**config.mk**
```make
export PLATFORM = sky130hd
export DESIGN_NAME = gate_eval_arbiter
export DESIGN_NICKNAME = d
export VERILOG_FILES = /design/src/rtl/gate_arb_pkg.sv /design/src/rtl/gate_eval_stage.sv /design/src/rtl/gate_eval_arbiter.sv
export SDC_FILE = /design/constraint.sdc
export NUM_CORES = 1
export LEC_CHECK = 0
export BUFFER_PORTS_ARGS = -buffer_cell sky130_fd_sc_hd__buf_2
export CAP_MARGIN = 0
export CORE_ASPECT_RATIO = 0.8
export CORE_MARGIN = 1
export CORE_UTILIZATION = 40
export CTS_CLUSTER_SIZE = 28
export DETAILED_ROUTE_END_ITERATION = 8
export GPL_ROUTABILITY_DRIVEN = 0
export HOLD_SLACK_MARGIN = 0.08
export PLACE_DENSITY_LB_ADDON = 0.05
export SETUP_SLACK_MARGIN = 0.4
export SYNTH_ARGS = -nofsm -noshare
export SYNTH_HDL_FRONTEND = slang
export SYNTH_SLANG_ARGS = --single-unit
```
**constraint.sdc**
```tcl
create_clock -name clk -period 2.3 [get_ports clk]
set_input_delay 0.23 -clock clk [delete_from_list [all_inputs] [get_ports clk]]
set_output_delay 0.23 -clock clk [all_outputs]
set_load 0.05 [all_outputs]
```
**src/rtl/gate_arb_pkg.sv**
```systemverilog
// Shared types and helpers for the gate-evaluation arbiter.
// Latency: n/a (declarations only).
// Backpressure: n/a.
package gate_arb_pkg;

  typedef enum logic [1:0] {IDLE, EVAL, RESP} arb_state_t;

  localparam int OPND_W = 4;
  localparam int STAT_W = 16;

  // Round-robin successor: the pointer moves to the slot after the winner, wrapping at n.
  function automatic int unsigned next_rr(input int unsigned ptr, input int unsigned n);
    return (ptr + 32'd1 >= n) ? 32'd0 : ptr + 32'd1;
  endfunction

endpackage

```
**src/rtl/gate_eval_stage.sv**
```systemverilog
// Registered 4-input gate evaluation: out1 = ~((in1&in2)|in3) | (in3&in4), out2 = in3&in4.
// Latency: 1 cycle from load to registered result.
// Backpressure: none; result holds until the next load.
module gate_eval_stage
  import gate_arb_pkg::*;
(
  input  logic              clk,
  input  logic              rst,
  input  logic              load,
  input  logic [OPND_W-1:0] opnd,
  output logic              out1,
  output logic              out2
);

  logic out1_q, out1_d;
  logic out2_q, out2_d;

  // Evaluate the gate network on load, otherwise hold the previous result.
  always_comb begin
    out1_d = out1_q;
    out2_d = out2_q;
    if (load) begin
      out2_d = opnd[2] & opnd[3];
      out1_d = ~((opnd[0] & opnd[1]) | opnd[2]) | out2_d;
    end
  end

  // Result register, cleared by reset.
  always_ff @(posedge clk or posedge rst) begin
    if (rst) begin
      out1_q <= 1'b0;
      out2_q <= 1'b0;
    end else begin
      out1_q <= out1_d;
      out2_q <= out2_d;
    end
  end

  assign out1 = out1_q;
  assign out2 = out2_q;

endmodule

```
**src/rtl/gate_eval_arbiter.sv**
```systemverilog
// Round-robin scheduler sharing one registered gate-eval stage among NUM_REQ requesters; GATE_ARB_STATS_EN adds grant/stall counters.
// Latency: transfer edge -> EVAL -> RESP, rsp_valid high after the second edge; one transaction in flight.
// Backpressure: RESP holds id/results until rsp_ready; req_ready stays 0 outside IDLE.
module gate_eval_arbiter
  import gate_arb_pkg::*;
#(
  parameter int NUM_REQ = 4,
  parameter int ID_W    = $clog2(NUM_REQ)
) (
  input  logic                      clk,
  input  logic                      rst,
  input  logic [NUM_REQ-1:0]        req_valid,
  output logic [NUM_REQ-1:0]        req_ready,
  input  logic [OPND_W*NUM_REQ-1:0] req_in,
  output logic                      rsp_valid,
  input  logic                      rsp_ready,
  output logic [ID_W-1:0]           rsp_id,
  output logic                      rsp_out1,
  output logic                      rsp_out2,
  output logic                      busy
`ifdef GATE_ARB_STATS_EN
  ,
  output logic [NUM_REQ*STAT_W-1:0] stat_grants,
  output logic [STAT_W-1:0]         stat_stall
`endif
);

  arb_state_t        state_q, state_d;
  logic [ID_W-1:0]   rr_ptr_q, rr_ptr_d;
  logic [ID_W-1:0]   id_q, id_d;
  logic [OPND_W-1:0] opnd_q, opnd_d;

  logic              gnt_vld;
  logic [ID_W-1:0]   gnt_idx;
  logic              xfer;
  logic [OPND_W-1:0] req_opnd [NUM_REQ];

  for (genvar g = 0; g < NUM_REQ; g++) begin : g_opnd
    assign req_opnd[g] = req_in[g*OPND_W +: OPND_W];
  end

  // Round-robin search: first valid requester at or after rr_ptr, wrapping.
  always_comb begin
    int              cand;
    logic [ID_W-1:0] cand_idx;
    gnt_vld  = 1'b0;
    gnt_idx  = '0;
    cand     = 0;
    cand_idx = '0;
    for (int i = 0; i < NUM_REQ; i++) begin
      cand = int'(rr_ptr_q) + i;
      if (cand >= NUM_REQ) cand = cand - NUM_REQ;
      cand_idx = ID_W'(cand);
      if (!gnt_vld && req_valid[cand_idx]) begin
        gnt_vld = 1'b1;
        gnt_idx = cand_idx;
      end
    end
  end

  // FSM next state, grant, operand/id capture and pointer advance.
  always_comb begin
    state_d   = state_q;
    rr_ptr_d  = rr_ptr_q;
    id_d      = id_q;
    opnd_d    = opnd_q;
    req_ready = '0;
    case (state_q)
      IDLE: begin
        if (gnt_vld && !rst) begin
          req_ready[gnt_idx] = 1'b1;
          state_d  = EVAL;
          id_d     = gnt_idx;
          opnd_d   = req_opnd[gnt_idx];
          rr_ptr_d = ID_W'(next_rr(32'(gnt_idx), NUM_REQ));
        end
      end
      EVAL: state_d = RESP;
      RESP: if (rsp_ready) state_d = IDLE;
      default: state_d = IDLE;
    endcase
  end

  // Control state registers; reset drops any in-flight transaction.
  always_ff @(posedge clk or posedge rst) begin
    if (rst) begin
      state_q  <= IDLE;
      rr_ptr_q <= '0;
      id_q     <= '0;
      opnd_q   <= '0;
    end else begin
      state_q  <= state_d;
      rr_ptr_q <= rr_ptr_d;
      id_q     <= id_d;
      opnd_q   <= opnd_d;
    end
  end

  assign xfer = |(req_valid & req_ready);

  gate_eval_stage u_stage (
    .clk  (clk),
    .rst  (rst),
    .load (state_q == EVAL),
    .opnd (opnd_q),
    .out1 (rsp_out1),
    .out2 (rsp_out2)
  );

  assign rsp_valid = (state_q == RESP);
  assign rsp_id    = id_q;
  assign busy      = (state_q != IDLE);

`ifdef GATE_ARB_STATS_EN
  logic [STAT_W-1:0] grant_cnt_q [NUM_REQ];
  logic [STAT_W-1:0] grant_cnt_d [NUM_REQ];
  logic [STAT_W-1:0] stall_cnt_q, stall_cnt_d;

  // Saturating per-requester grant counters and RESP stall counter.
  always_comb begin
    for (int i = 0; i < NUM_REQ; i++) begin
      grant_cnt_d[i] = grant_cnt_q[i];
      if (xfer && gnt_idx == ID_W'(i) && grant_cnt_q[i] != '1)
        grant_cnt_d[i] = grant_cnt_q[i] + 1'b1;
    end
    stall_cnt_d = stall_cnt_q;
    if (state_q == RESP && !rsp_ready && stall_cnt_q != '1)
      stall_cnt_d = stall_cnt_q + 1'b1;
  end

  // Statistics registers, cleared by reset.
  always_ff @(posedge clk or posedge rst) begin
    if (rst) begin
      for (int i = 0; i < NUM_REQ; i++) grant_cnt_q[i] <= '0;
      stall_cnt_q <= '0;
    end else begin
      for (int i = 0; i < NUM_REQ; i++) grant_cnt_q[i] <= grant_cnt_d[i];
      stall_cnt_q <= stall_cnt_d;
    end
  end

  for (genvar g = 0; g < NUM_REQ; g++) begin : g_stat
    assign stat_grants[g*STAT_W +: STAT_W] = grant_cnt_q[g];
  end
  assign stat_stall = stall_cnt_q;
`endif

endmodule

```
==> results by group <==
Run status
  • Status: finished clean

Timing
  • Worst rel slew slack: 61.7%
  • Final clock skew: ~0.005 ns
  • RSZ-0062 raised after global routing: yes
  • Slew @ Worst Pin: 0.573 ns
  • Pins Over Slew Limit: 0
  • Fin crit share: a little over four fifths
  • Hold Vio Cnt, Final: 0
  • Final setup viols: 0
  • Fmax: just over 500 MHz
  • Setup tns final: 0 ns
  • Minimum clock period: between 1.5 and 2 ns

Drt
  • Routed via count: a little under 700
  • Drt first pass iters: 3
  • DRT antenna net count: 0
  • Wire per inst: 13.1 um
  • Routed WL: between 1500 and 2000 um
  • Drt drc: 0
  • Avg Vias per Cell: roughly 5
  • DR iter-0 viols: 7

Yosys
  • Synth area leader: dfrtp_1
  • Synthesized cell area: ~750 um2
  • Yosys cell types: 25
  • Syn_nets: 98
  • Largest cells by area after synthesis: dfrtp_1 40%, mux2i_1 11%, o221ai_2 8.0%, nand2_1 6.5%, a21oi_1 3.3%
  • Yosys warnings: 0
  • Register area share after synthesis: roughly two fifths
  • Post-Syn Instances: between 70 and 80
  • Area share of the largest cell type after synthesis: around two fifths
  • Seq cells post-synth: 12
  • Mapped Avg Cell Area: a little over 10 um2

Layout
  • Most frequent cells in the layout: 28 x buf_2, 13 x nand2_1, 11 x dfrtp_1
  • Nets@finish: roughly 150
  • Finished Layout Cells: roughly 140
  • Area Growth Syn to Fin: 55.1%
  • Commonest non-fill, non-tap cell in the layout: buf_2
  • Layout cells sized above 1: 57.5%
  • N_diodes: 0
  • Design area: ~0.0012 mm2
  • # fillers: roughly 140

Hold path
  • Worst Hold Class: in -> reg

Clocking
  • Skew-Pair Late Insertion Delay: 0.27 ns
  • CTS tree: yes
  • H-Tree Depth: 1
  • Clock-pin slew on the worst setup and hold paths: approximately 0.070 ns
  • CTS max path bufs: 2
  • CTS Sinks: 12
  • CTS Buf Count: 3
  • Root buffer cell: clkbuf_4

Job
  • Max-Cap Viols: 0

Critical path
  • CP max stage delay: 0.38 ns
  • CP max FO: 4
  • Critical Path AT: between 1.5 and 2 ns
  • CP endpoint kind: output port
  • CP bufs+invs: 2
  • Worst EP required: 2.07 ns
  • Cells along the critical path: or2_4, a311o_2, clkinv_8, nand2b_4, nor2_4, buf_6
  • Top Family by Delay on Critical Path: simple AND/OR/NAND/NOR gates
  • Worst Setup Path Type: reg -> out
  • CP Launch Type: flip-flop
  • CP max stage cell: dfrtp_1

Floorplanning
  • # rows: 13
  • Die Wd: roughly 51 um
  • CORE AREA: about 0.0017 mm2
  • Ports: 33
  • Die height: 40.8 um
  • Die area: just over 0.002 mm2
  • Initial Util: 44.6%

Power and ir drop
  • Tot Pwr: 1.50 mW
  • Worst IR Drop VDD: 0.000755 V
  • Leakage: 0.601 nW
  • Pwr Density: about 1300 mW/mm2

Place
  • Area after DPL: 957 um2
  • Placed Cells: roughly 130
  • Port Buffers: 32
  • Post-DP HPWL: between 1000 and 1500 um

Global route
  • GRT overflow: 0
  • Initial antenna violation count: 0
  • Largest net degree at the start of global routing: 13
  • Gr usage total: a little under a fifth
  • Vias in the first global route: 597
  • First-pass GRT wire length: ~2800 um
==> what timing repair did <==
item | in CTS | in global routing
hold buffers | 1 | 0
setup endpoints to repair | 4 | 4
gates resized for setup | 21 | 3
setup buffers | 8 | 2
hold endpoints to repair | 12 | 0
pin swaps | 7 | 1
==> cells by family (layout without fill, tap and decap cells) <==
logic type | after synthesis | in the layout | synth area share, %
AO/OA/AOI/OAI | 19 | 19 | 22.2
multiplexers | 8 | 8 | 10.6
AND/OR/NAND/NOR | 25 | 25 | 18.1
adder cells (fa/ha/maj) | 1 | 1 | 1.66
buffers and inverters | 9 | 55 | 7.63
flip-flops | 12 | 12 | 39.8
==> worst register-to-register path: stages, from the launching register on <==
cell and delay [ns]:
dfrtp_1 0.38, or2_4 0.25, a311o_2 0.38, buf_4 0.15, buf_4 0.15, nand2_1 0.09, o221ai_2 0.08
==> registers in the layout (all words and copies together) (netlist names) <==
name,count
state_q,2
rsp_id,2
u_stage.out2,1
opnd_q,4
rr_ptr_q,2
u_stage.out1,1
==> cell usage after synthesis <==
cell / number
and2_1: 1
o21bai_2: 1
o21a_1: 1
nand2b_4: 1
o221ai_2: 4
or2_1: 1
nor2_1: 4
clkinv_8: 1
a311o_1: 1
ha_1: 1
dfrtp_1: 12
o22ai_1: 1
nand2_8: 1
buf_4: 1
inv_1: 6
nand2_1: 13
or2b_1: 1
a21o_1: 1
buf_6: 1
nand2b_1: 3
mux2i_1: 8
a211oi_4: 1
o21ai_1: 1
o21ai_0: 3
a21oi_1: 5
==> metrics by stage <==
step | util [%] | setup WS (ns) | hold slack, ns
floorplan | - | 0.446 | 0.0947
global placement | 56.6 | 0.372 | 0.279
detailed placement | 56.6 | 0.347 | 0.279
CTS | 67.5 | 0.381 | 0.158
global route | 69.2 | 0.311 | 0.174
finish | 69.2 | 0.364 | 0.159
==> layer usage <==
metal | vias to the layer above | share of wire [%] | GRT usage, %
met5 | - | 0 | 0
met3 | 0 | 4.3 | 5.56
met2 | 22 | 47 | 32.7
li1 | 350 | - | -
met4 | 0 | 0 | 0
met1 | 323 | 49 | 26.0
==> area by class of cell <==
type	count	area [um2]	area share [%]
Clock buffer	4	36.3	3.10
Tap cell	22	27.5	2.35
Multi-Input combinational cell	53	473	40.4
Inverter	7	38.8	3.32
Timing Repair Buffer	44	293	25.0
Sequential cell	12	302	25.8
==> final timing paths <==
check	start	endpoint	slack (ns)	cells after the start
min reg2reg	u_stage.out2	u_stage.out2	0.48	2
max reg2reg	state_q[1]	opnd_q[0]	0.69	6
min	rsp_ready	state_q[1]	0.16	2
min in group asynchronous	rst	rr_ptr_q[0]	0.56	3
max in group asynchronous	rst	rr_ptr_q[1]	1.33	3
max	state_q[1]	req_ready[0]	0.36	6
==> power by group <==
part	total [mW]	switching, mW	internal, mW	leakage, nW
logic	0.938	0.554	0.383	0.432
registers	0.393	0.0812	0.311	0.148
clock network	0.168	0.0714	0.0962	0.0210
total	1.50	0.707	0.791	0.601
No activity file was read; power rests on OpenSTA's default activity.
